$ cat config.mk
export PLATFORM = sky130hd
export DESIGN_NAME = am2940_control_decoder_flat
export DESIGN_NICKNAME = d
export VERILOG_FILES = /design/src/rtl/am2940_pkg.sv /design/src/rtl/am2940_control_decoder_if.sv /design/src/rtl/am2940_done_detect.sv /design/src/rtl/am2940_control_decoder.sv /design/src/flat_wrapper.sv
export SDC_FILE = /design/constraint.sdc
export NUM_CORES = 1
export LEC_CHECK = 0
export CORE_UTILIZATION = 43
export CTS_CLUSTER_SIZE = 20
export DETAILED_ROUTE_END_ITERATION = 10
export PLACE_DENSITY = 0.8
export SLEW_MARGIN = 10
export SYNTH_ARGS = -nofsm -noshare
export SYNTH_HDL_FRONTEND = slang
export SYNTH_SLANG_ARGS = --single-unit
$ cat constraint.sdc
create_clock -name clk -period 1.9 [get_ports clk]
set_input_delay 0.38 -clock clk [delete_from_list [all_inputs] [get_ports clk]]
set_output_delay 0.38 -clock clk [all_outputs]
set_load 0.02 [all_outputs]
$ cat src/rtl/am2940_pkg.sv
// Shared types and constants for the Am2940-style control decoder slice.
package am2940_pkg;

    localparam int unsigned INSTR_W = 3;
    localparam int unsigned CR_W    = 3;
    localparam int unsigned MODE_W  = 2;
    localparam int unsigned CR_DIR  = 2;

    typedef enum logic [INSTR_W-1:0] {
        I_WRCR   = 3'b000,
        I_RDCR   = 3'b001,
        I_RDWC   = 3'b010,
        I_RDAC   = 3'b011,
        I_REINIT = 3'b100,
        I_LDADDR = 3'b101,
        I_LDWC   = 3'b110,
        I_ENCT   = 3'b111
    } instr_e;

    typedef enum logic [MODE_W-1:0] {
        M_WC_DOWN = 2'b00,
        M_WC_UP   = 2'b01,
        M_AC_CMP  = 2'b10,
        M_WRAP    = 2'b11
    } mode_e;

    typedef enum logic [1:0] {
        S_IDLE  = 2'b00,
        S_READY = 2'b01,
        S_RUN   = 2'b10,
        S_DONE  = 2'b11
    } state_e;

    typedef struct packed {
        logic plwr;
        logic plwc;
        logic selw;
        logic enw;
        logic incw;
        logic wci;
        logic plar;
        logic plac;
        logic sela;
        logic ena;
        logic inca;
        logic aci;
    } strobe_t;

    // Instructions that (re)configure a transfer and return it to READY.
    function automatic logic is_setup(input instr_e op);
        return (op == I_WRCR) || (op == I_LDADDR) || (op == I_LDWC) || (op == I_REINIT);
    endfunction

endpackage

$ cat src/rtl/am2940_control_decoder_if.sv
// Instruction/bus/strobe bundle between the control decoder and its neighbours.
interface am2940_control_decoder_if #(parameter int unsigned W = 4);
    import am2940_pkg::*;

    logic [INSTR_W-1:0] instr;
    logic [W-1:0]       data_in;
    logic               cin;
    logic [W-1:0]       word_count_in;
    logic [W-1:0]       word_reg_in;
    logic [W-1:0]       addr_count_in;
    logic               plwr, plwc, selw, enw, incw, wci;
    logic               plar, plac, sela, ena, inca, aci;
    logic [W-1:0]       data_out;
    logic               data_oe;
    logic               done;
    logic [CR_W-1:0]    ctrl_reg;

    modport master (
        output instr, data_in, cin, word_count_in, word_reg_in, addr_count_in,
        input  plwr, plwc, selw, enw, incw, wci, plar, plac, sela, ena, inca, aci,
        input  data_out, data_oe, done, ctrl_reg
    );

    modport slave (
        input  instr, data_in, cin, word_count_in, word_reg_in, addr_count_in,
        output plwr, plwc, selw, enw, incw, wci, plar, plac, sela, ena, inca, aci,
        output data_out, data_oe, done, ctrl_reg
    );
endinterface

$ cat src/rtl/am2940_done_detect.sv
// Terminal-count compare on pre-count values, selected by transfer mode.
module am2940_done_detect
    import am2940_pkg::*;
#(
    parameter int unsigned W = 4
) (
    input  mode_e        mode,
    input  logic [W-1:0] wc,
    input  logic [W-1:0] wr,
    input  logic [W-1:0] ac,
    input  logic         inca,
    output logic         term
);

    logic [W-1:0] ac_next;

    always_comb begin
        ac_next = inca ? (ac + W'(1)) : (ac - W'(1));
        term    = 1'b0;
        case (mode)
            M_WC_DOWN: term = (wc == W'(1));
            M_WC_UP:   term = (wc == (wr - W'(1)));
            M_AC_CMP:  term = (ac_next == wr);
            default:   term = 1'b0;
        endcase
    end

endmodule

$ cat src/rtl/am2940_control_decoder.sv
// Am2940 control stage: instruction decode, control register, transfer FSM,
// word/address strobes and registered read-back.
module am2940_control_decoder
    import am2940_pkg::*;
#(
    parameter int unsigned W = 4
) (
    input logic                     clk,
    input logic                     res_n,
    am2940_control_decoder_if.slave bus
);

    state_e          state, state_nx;
    logic            a_ok, w_ok, a_ok_nx, w_ok_nx;
    logic            done_q;
    logic [CR_W-1:0] cr;
    logic [W-1:0]    data_q;
    logic            oe_q;
    instr_e          op;
    mode_e           mode;
    logic            inca_dir;
    logic            counting;
    logic            term;
    strobe_t         strb;
    logic            unused_din_hi;

    assign op            = instr_e'(bus.instr);
    assign mode          = mode_e'(cr[MODE_W-1:0]);
    assign inca_dir      = ~cr[CR_DIR];
    assign counting      = ((state == S_READY) || (state == S_RUN)) && (op == I_ENCT) && bus.cin;
    assign unused_din_hi = ^bus.data_in[W-1:CR_W];

    am2940_done_detect #(.W(W)) u_done_detect (
        .mode (mode),
        .wc   (bus.word_count_in),
        .wr   (bus.word_reg_in),
        .ac   (bus.addr_count_in),
        .inca (inca_dir),
        .term (term)
    );

    // State register
    always_ff @(posedge clk or negedge res_n) begin
        if (!res_n) begin
            state  <= S_IDLE;
            a_ok   <= 1'b0;
            w_ok   <= 1'b0;
            done_q <= 1'b0;
        end else begin
            state  <= state_nx;
            a_ok   <= a_ok_nx;
            w_ok   <= w_ok_nx;
            done_q <= (state_nx == S_DONE);
        end
    end

    // Next-state logic
    always_comb begin
        state_nx = state;
        a_ok_nx  = a_ok;
        w_ok_nx  = w_ok;
        case (state)
            S_IDLE: begin
                if (op == I_LDADDR) a_ok_nx = 1'b1;
                if (op == I_LDWC)   w_ok_nx = 1'b1;
                if ((op == I_REINIT) || (a_ok_nx && w_ok_nx)) state_nx = S_READY;
            end
            S_READY, S_RUN: begin
                if (counting)          state_nx = term ? S_DONE : S_RUN;
                else if (is_setup(op)) state_nx = S_READY;
            end
            S_DONE: begin
                if (is_setup(op)) state_nx = S_READY;
            end
            default: state_nx = S_IDLE;
        endcase
    end

    // Strobe outputs; held quiet while reset is asserted
    always_comb begin
        strb = '0;
        if (res_n) begin
            case (op)
                I_REINIT: begin
                    strb.plwc = 1'b1;
                    strb.plac = 1'b1;
                    strb.selw = 1'b1;
                    strb.sela = 1'b1;
                end
                I_LDADDR: begin
                    strb.plar = 1'b1;
                    strb.plac = 1'b1;
                end
                I_LDWC: begin
                    strb.plwr = 1'b1;
                    strb.plwc = 1'b1;
                end
                I_ENCT: begin
                    if (counting) begin
                        strb.wci  = bus.cin;
                        strb.aci  = bus.cin;
                        strb.ena  = 1'b1;
                        strb.inca = inca_dir;
                        case (mode)
                            M_WC_UP:  begin strb.enw = 1'b1; strb.incw = 1'b1; end
                            M_AC_CMP: strb.enw = 1'b0;
                            default:  strb.enw = 1'b1;
                        endcase
                    end
                end
                default: ;
            endcase
        end
    end

    // Control register and read-back path
    always_ff @(posedge clk or negedge res_n) begin
        if (!res_n) begin
            cr     <= '0;
            data_q <= '0;
            oe_q   <= 1'b0;
        end else begin
            oe_q <= (op == I_RDCR) || (op == I_RDWC) || (op == I_RDAC);
            case (op)
                I_WRCR: cr     <= bus.data_in[CR_W-1:0];
                I_RDCR: data_q <= W'(cr);
                I_RDWC: data_q <= bus.word_count_in;
                I_RDAC: data_q <= bus.addr_count_in;
                default: ;
            endcase
        end
    end

    assign bus.plwr     = strb.plwr;
    assign bus.plwc     = strb.plwc;
    assign bus.selw     = strb.selw;
    assign bus.enw      = strb.enw;
    assign bus.incw     = strb.incw;
    assign bus.wci      = strb.wci;
    assign bus.plar     = strb.plar;
    assign bus.plac     = strb.plac;
    assign bus.sela     = strb.sela;
    assign bus.ena      = strb.ena;
    assign bus.inca     = strb.inca;
    assign bus.aci      = strb.aci;
    assign bus.data_out = data_q;
    assign bus.data_oe  = oe_q;
    assign bus.done     = done_q;
    assign bus.ctrl_reg = cr;

endmodule

$ cat src/flat_wrapper.sv
// flat-port wrapper written by rule: the top's interface ports become plain ports
module am2940_control_decoder_flat import am2940_pkg::*;
#(
    parameter int unsigned W = 4
)
  (clk, res_n, bus_instr, bus_data_in, bus_cin, bus_word_count_in, bus_word_reg_in, bus_addr_count_in, bus_plwr, bus_plwc, bus_selw, bus_enw, bus_incw, bus_wci, bus_plar, bus_plac, bus_sela, bus_ena, bus_inca, bus_aci, bus_data_out, bus_data_oe, bus_done, bus_ctrl_reg);
  am2940_control_decoder_if #(.W(W)) bus_i ();
  input logic clk;
  input logic res_n;
  input wire logic [$bits(bus_i.instr)-1:0] bus_instr;
  input wire logic [$bits(bus_i.data_in)-1:0] bus_data_in;
  input wire logic [$bits(bus_i.cin)-1:0] bus_cin;
  input wire logic [$bits(bus_i.word_count_in)-1:0] bus_word_count_in;
  input wire logic [$bits(bus_i.word_reg_in)-1:0] bus_word_reg_in;
  input wire logic [$bits(bus_i.addr_count_in)-1:0] bus_addr_count_in;
  output wire logic [$bits(bus_i.plwr)-1:0] bus_plwr;
  output wire logic [$bits(bus_i.plwc)-1:0] bus_plwc;
  output wire logic [$bits(bus_i.selw)-1:0] bus_selw;
  output wire logic [$bits(bus_i.enw)-1:0] bus_enw;
  output wire logic [$bits(bus_i.incw)-1:0] bus_incw;
  output wire logic [$bits(bus_i.wci)-1:0] bus_wci;
  output wire logic [$bits(bus_i.plar)-1:0] bus_plar;
  output wire logic [$bits(bus_i.plac)-1:0] bus_plac;
  output wire logic [$bits(bus_i.sela)-1:0] bus_sela;
  output wire logic [$bits(bus_i.ena)-1:0] bus_ena;
  output wire logic [$bits(bus_i.inca)-1:0] bus_inca;
  output wire logic [$bits(bus_i.aci)-1:0] bus_aci;
  output wire logic [$bits(bus_i.data_out)-1:0] bus_data_out;
  output wire logic [$bits(bus_i.data_oe)-1:0] bus_data_oe;
  output wire logic [$bits(bus_i.done)-1:0] bus_done;
  output wire logic [$bits(bus_i.ctrl_reg)-1:0] bus_ctrl_reg;
  assign bus_i.instr = bus_instr;
  assign bus_i.data_in = bus_data_in;
  assign bus_i.cin = bus_cin;
  assign bus_i.word_count_in = bus_word_count_in;
  assign bus_i.word_reg_in = bus_word_reg_in;
  assign bus_i.addr_count_in = bus_addr_count_in;
  assign bus_plwr = bus_i.plwr;
  assign bus_plwc = bus_i.plwc;
  assign bus_selw = bus_i.selw;
  assign bus_enw = bus_i.enw;
  assign bus_incw = bus_i.incw;
  assign bus_wci = bus_i.wci;
  assign bus_plar = bus_i.plar;
  assign bus_plac = bus_i.plac;
  assign bus_sela = bus_i.sela;
  assign bus_ena = bus_i.ena;
  assign bus_inca = bus_i.inca;
  assign bus_aci = bus_i.aci;
  assign bus_data_out = bus_i.data_out;
  assign bus_data_oe = bus_i.data_oe;
  assign bus_done = bus_i.done;
  assign bus_ctrl_reg = bus_i.ctrl_reg;
  am2940_control_decoder #(.W(W)) u_core (.clk(clk), .res_n(res_n), .bus(bus_i));
endmodule
==> results of run 1 <==
[cell usage after synthesis, drive strengths merged, types with 3 or more instances]
cell	count	area (µm²)
o31ai	4	30.0
o21ai	8	40.0
a22oi	7	52.6
buf	3	22.5
nand2	8	30.0
dfrtp	13	325
xnor2	8	70.1
nor2b	5	31.3
xor2	3	26.3
inv	12	45.0
ha	6	75.1
nor3	5	25.0
clkbuf	4	15.0
a21oi	9	45.0
nand2b	3	18.8
nor2	8	30.0
[metrics by stage]
stage / utilization [%] / std cells / worst slack, ns
after global placement: 75.5 / 220 / -0.489
after CTS: 77.3 / 226 / -0.130
after floorplan: - / 127 / 0.0637
after detailed placement: 75.5 / 220 / -0.557
final: 80.0 / 230 / -0.0952
after global routing: 80.0 / 230 / -0.192
[final timing paths]
check | cells past startpoint | startpoint | end | slack [ns]
worst max-delay path | 7 | u_core.state[0] | bus_wci | -0.1
worst min-delay path | 2 | res_n | u_core.w_ok | 0.50
worst max register to register | 8 | u_core.state[0] | u_core.bus.done | 0.12
worst min register to register | 1 | u_core.a_ok | u_core.a_ok | 0.51
max in group asynchronous | 3 | res_n | u_core.state[1] | 1.16
min in group clk | 1 | u_core.a_ok | u_core.a_ok | 0.51
[per-layer routing]
layer	wire, µm	vias up
li1	-	602
met1	1510	585
met2	1750	55
met3	241	2
met4	10	0
met5	0	-
[worst max-delay path: cells and delay by family (launching register included)]
kind	cells	cell delay, ns
buffers and inverters	3	0.30
DFF	1	0.38
and+or+nand+nor	3	0.39
adders and majority gates	1	0.26
[report_power, final]
| part | switching, mW | total [mW] | leakage [nW] | internal, mW |
|---|---|---|---|---|
| sequential | 0.0478 | 0.379 | 0.155 | 0.332 |
| combinational | 0.341 | 0.711 | 0.662 | 0.370 |
| clock | 0.0888 | 0.170 | 0.0150 | 0.0815 |
| total | 0.478 | 1.26 | 0.832 | 0.783 |
[area by class of cell]
type / instances / area [µm²]
fill: 149 / 455
inverter: 12 / 45.0
sequential: 13 / 325
tap: 28 / 35.0
multi-input combinational: 95 / 731
timing repair buffer: 78 / 658
clock buffer: 4 / 26.3
[logic make-up (layout without fill, tap and decap cells)]
group                      count (synthesis)  after routing  synth area share, %
and+or+nand+nor                           37             37                 18.4
adders and majority gates                  7              7                 8.86
xor gates and xnor gates                  11             11                 8.98
AOI/OAI and AO/OA                         38             38                 23.7
muxes                                      2              2                 2.10
DFF                                       13             13                 30.3
buffers and inverters                     19             94                 7.69
[what timing repair did]
item	CTS	global route
hold buffers	0	0
buffers inserted	2	4
setup endpoints to repair	14	14
pin swaps	14	9
gates resized for setup	73	15
==> impl_metrics.py, run 1 <==
metrics = {
    "clock_tree": {
        "clockRootBuffer": "clkbuf_4",
        "cts_tree": "done",
        "path_clk_slew_ns": 0.08,
        "cts_made_buffers": 3,
        "clock_path_buffers": 2,
        "clk_latency_ns": 0.28,
        "ctsHtreeMaxLevel": 1,
        "cts.sinks": 13,
    },
    "routing": {
        "viasPerCell": 5.41,
        "ant_nets": 0,
        "wire_per_inst_um": 15.3,
        "dr.pass1.iters": 4,
        "drtIter0Drc": 28,
        "drc": 0,
        "finalWirelength_um": 3510,
        "vias": 1244,
    },
    "power": {
        "irDropWorstVdd_mv": 0.513,
        "p_leak_nw": 0.832,
        "power_density_mw_per_mm2": 692,
        "power_mw": 1.26,
    },
    "setup_path": {
        "max_stage_delay_ns": 0.38,
        "crit_arrival_ns": 1.62,
        "critPathLaunchType": "register",
        "crit_fanout": 3,
        "path_cells": "inv_2 -> ha_4 -> nand4_1 -> nor2_2 -> nand2_2 -> inv_2 -> buf_4",
        "slowest_stage": "dfrtp_1",
        "end_kind": "output port",
        "cpMostUsedCell": "inv_2",
        "crit_required_ns": 1.52,
        "crit_type": "register to output port",
    },
    "global_routing": {
        "antenna_found_initial": 0,
        "grt_max_degree": 19,
        "use_met1_pct": 34.3,
        "grt_first_pass_wirelength_um": 5290,
        "grt-ovfl-total": 0,
        "grt_pass1_vias": 1177,
        "grtUsageTotal_pct": 26.7,
        "globalRouteMet3Util_pct": 6.43,
        "busiest_layer": "met2",
        "grt_util_met2_pct": 45.7,
    },
    "sta": {
        "fmax_mhz": 501,
        "worstMarginPinSlew_ns": 0.385,
        "setup_viol": 7,
        "max-slew-margin-rel_pct": 74.0,
        "skew_ns": 0.00140,
        "tns_ns": -0.514,
        "fin_crit_sh_pct": 105,
        "slew_violations": 0,
        "worst_slack_ns": -0.0952,
        "grt_setup_unrepaired": "yes",
        "hold_viol_final": 0,
        "whs_ns": 0.503,
        "period_minus_slack_ns": 2.00,
    },
    "cells_and_area": {
        "final_area_mm2": 0.00182,
        "n_antenna_cell": 0,
        "syn2layout_area_growth_pct": 69.6,
        "largest_reg_flops": 4,
        "final_common_cell": "buf_4",
        "final_nets": 232,
        "layout_common_cells": "buf_4 (41), clkdlybuf4s50_1 (23), dfrtp_1 (13), xnor2_1 (8), o21ai_0 (8)",
        "drive_gt1_share_pct": 37.6,
    },
    "placed_design": {
        "gp_congestion": 0.919,
        "io_buffers": 41,
        "hpwl_um": 2490,
        "dpl_cell_area_mm2": 0.00172,
    },
    "hold_path": {
        "worstHoldPathType": "input port to async pin",
    },
    "run_status": {
        "status": "finished with violations",
        "failed_checks": "setup timing",
    },
    "yosys": {
        "synthesis.nets": 156,
        "netlist_area_mm2": 0.00107,
        "async_flop_share_pct": 100,
        "ys_warn_count": 0,
        "synthCells": 127,
        "synth_area_per_cell_um2": 8.45,
        "synth_edf_count": 0,
        "synth_top_flop_cell": "dfrtp_1",
        "synth-seq-area-share_pct": 30.3,
        "ys_ff_latch": 13,
        "synth_cell_types": 34,
    },
    "flow_run": {
        "max_cap_viol_count": 0,
    },
    "die": {
        "die_w_um": 52.0,
        "boundaryPins": 43,
        "die_area_mm2": 0.00270,
        "core-area_mm2": 0.00228,
        "initial_utilization_pct": 47.2,
        "die_y_um": 52.0,
        "num_rows": 17,
    },
}
Power figures use the tool's default switching activity.
==> run 2, diff against run 1 <==
Clock period 1.9 ns to 2.15 ns, I/O delays scaled along.
==> run 2 against run 1 <==
The flow now finishes without violations. Sequential share of layout area increased by 0.98 points. Hold slack got worse by 0.0079 ns. Via count fell by 1.2%. Register-to-register slack improved by 0.15 ns. Non-clock buffer count down 13. Utilization shrank 4.2 points. Routed wire length shrank 4.1%. Combinational power down 17%. Critical endpoint is now u_core.bus.done.
==> impl_metrics.py, run 2 (synthesized netlist as in run 1, its figures left out) <==
metrics = {
    "cells_and_area": {
        "final_area_mm2": 0.00173,
        "fillCellCount": 161,
        "final_nets": 219,
        "n_antenna_cell": 0,
        "largest_reg_flops": 4,
        "final_common_cell": "buf_4",
        "syn2layout_area_growth_pct": 60.7,
        "layout_common_cells": "buf_4 (29), clkdlybuf4s50_1 (28), dfrtp_1 (13), inv_1 (9)",
        "fin_cells": 217,
        "drive_gt1_share_pct": 27.0,
    },
    "global_routing": {
        "grt_pass1_vias": 1193,
        "grtUsageTotal_pct": 27.1,
        "antenna_found_initial": 0,
        "grt-ovfl-total": 0,
        "grt_max_degree": 19,
        "grt_first_pass_wirelength_um": 5310,
    },
    "placed_design": {
        "dpl.cell_count": 213,
        "gp_congestion": 0.860,
        "dpl_cell_area_mm2": 0.00166,
        "post-place-ws_ns": -0.405,
        "io_buffers": 41,
        "hpwl_um": 2610,
    },
    "run_status": {
        "status": "finished, final reports clean",
    },
    "sta": {
        "slew_violations": 0,
        "worstMarginPinSlew_ns": 0.478,
        "setup_viol": 0,
        "period_minus_slack_ns": 2.14,
        "hold_viol_final": 0,
        "whs_ns": 0.495,
        "max-slew-margin-rel_pct": 67.9,
        "fmax_mhz": 467,
        "fin_crit_sh_pct": 99.5,
        "skew_ns": 0.00930,
        "worst_slack_ns": 0.0103,
        "grt_setup_unrepaired": "yes",
    },
    "routing": {
        "vias": 1229,
        "wire_per_inst_um": 15.5,
        "finalWirelength_um": 3360,
        "ant_nets": 0,
        "viasPerCell": 5.66,
        "dr.pass1.iters": 4,
        "drc": 0,
        "drtIter0Drc": 39,
    },
    "power": {
        "p_sw_share_pct": 38.4,
        "pwr-share-clk_pct": 14.1,
        "power_density_mw_per_mm2": 627,
        "seqPwrFrac_pct": 31.1,
        "p_int_uw": 666,
        "p_comb_share_pct": 54.9,
        "irDropWorstVdd_mv": 0.619,
        "p_leak_nw": 0.774,
        "power_mw": 1.08,
        "p_sw_uw": 416,
    },
    "flow_run": {
        "max_cap_viol_count": 0,
    },
    "die": {
        "die_w_um": 52.0,
        "initial_utilization_pct": 47.2,
        "num_rows": 17,
        "core-area_mm2": 0.00228,
        "boundaryPins": 43,
        "die_area_mm2": 0.00270,
        "die_y_um": 52.0,
    },
    "hold_path": {
        "worstHoldPathType": "register to register",
    },
    "setup_path": {
        "critPathLaunchType": "input port",
        "crit_arrival_ns": 2.35,
        "crit_type": "input port to register",
        "crit_required_ns": 2.36,
        "crit_fanout": 3,
        "end_kind": "register",
    },
    "clock_tree": {
        "clock_path_buffers": 2,
        "hold_buffers": 0,
        "clockRootBuffer": "clkbuf_4",
        "path_clk_slew_ns": 0.08,
        "cts_made_buffers": 3,
        "cts.sinks": 13,
        "cts_tree": "done",
        "ctsHtreeMaxLevel": 1,
        "clk_latency_ns": 0.28,
        "post_cts_buffers": 0,
    },
}
==> run 2: cell types whose count changed in the layout (fill, tap and decap cells not counted), sizes merged <==
cell	previous run	this run
buf	48	30
clkdlybuf4s15	1	0
clkdlybuf4s50	23	28
dlygate4sd1	0	2
dlygate4sd2	5	4
==> run 2: metal layers <==
layer	wire length [µm]	track usage, %	vias up
li1	-	-	582
met1	1380	31.9	575
met2	1690	48.7	65
met3	231	5.85	7
met4	61	7.66	0
met5	0	0	-
==> run 2: layout make-up <==
class / instances / area (µm²) / share of cell area (%)
tap: 28 / 35.0 / 2.03
multi-input combinational: 95 / 733 / 42.5
timing repair buffer: 65 / 561 / 32.5
inverter: 12 / 45.0 / 2.61
clock buffer: 4 / 26.3 / 1.52
sequential: 13 / 325 / 18.9
==> run 2: final timing paths <==
path | start | endpoint | slack, ns | cells past startpoint
min reg2reg | u_core.a_ok | u_core.a_ok | 0.49 | 1
min in group asynchronous | res_n | u_core.bus.data_out[2] | 0.52 | 2
max reg2reg | u_core.bus.ctrl_reg[2] | u_core.bus.done | 0.27 | 7
min | u_core.a_ok | u_core.a_ok | 0.49 | 1
max | bus_word_reg_in[1] | u_core.bus.done | 0.01 | 6
max in group asynchronous | res_n | u_core.bus.data_oe | 1.40 | 3
==> run 2: repair_timing <==
item,in CTS,in global routing
gates resized for setup,36,22
setup endpoints to repair,14,11
pin swaps,1,5
==> run 2: through the flow <==
step / setup TNS [ns] / util, %
6_report: 0 / 75.8
2_1_floorplan: 0 / -
3_5_place_dp: -4.26 / 73.0
5_1_grt: -0.115 / 75.8
4_1_cts: 0 / 73.2
3_3_place_gp: -3.82 / 73.0
==> run 2: critical path, stage by stage <==
cell and delay, ns:
clkdlybuf4s50_1 0.45, or4_4 0.56, a21oi_4 0.14, xor2_1 0.08, or4_4 0.55, a21oi_2 0.15
==> run 2: power by group through the flow <==
stage | Sequential, mW | Combinational (mW) | Clock, mW
floorplan | 0.366 | 0.257 | 0
detailed placement | 0.339 | 0.544 | 0
global placement | 0.335 | 0.522 | 0
global route | 0.344 | 0.643 | 0.163
finish | 0.336 | 0.593 | 0.152
CTS | 0.334 | 0.551 | 0.155
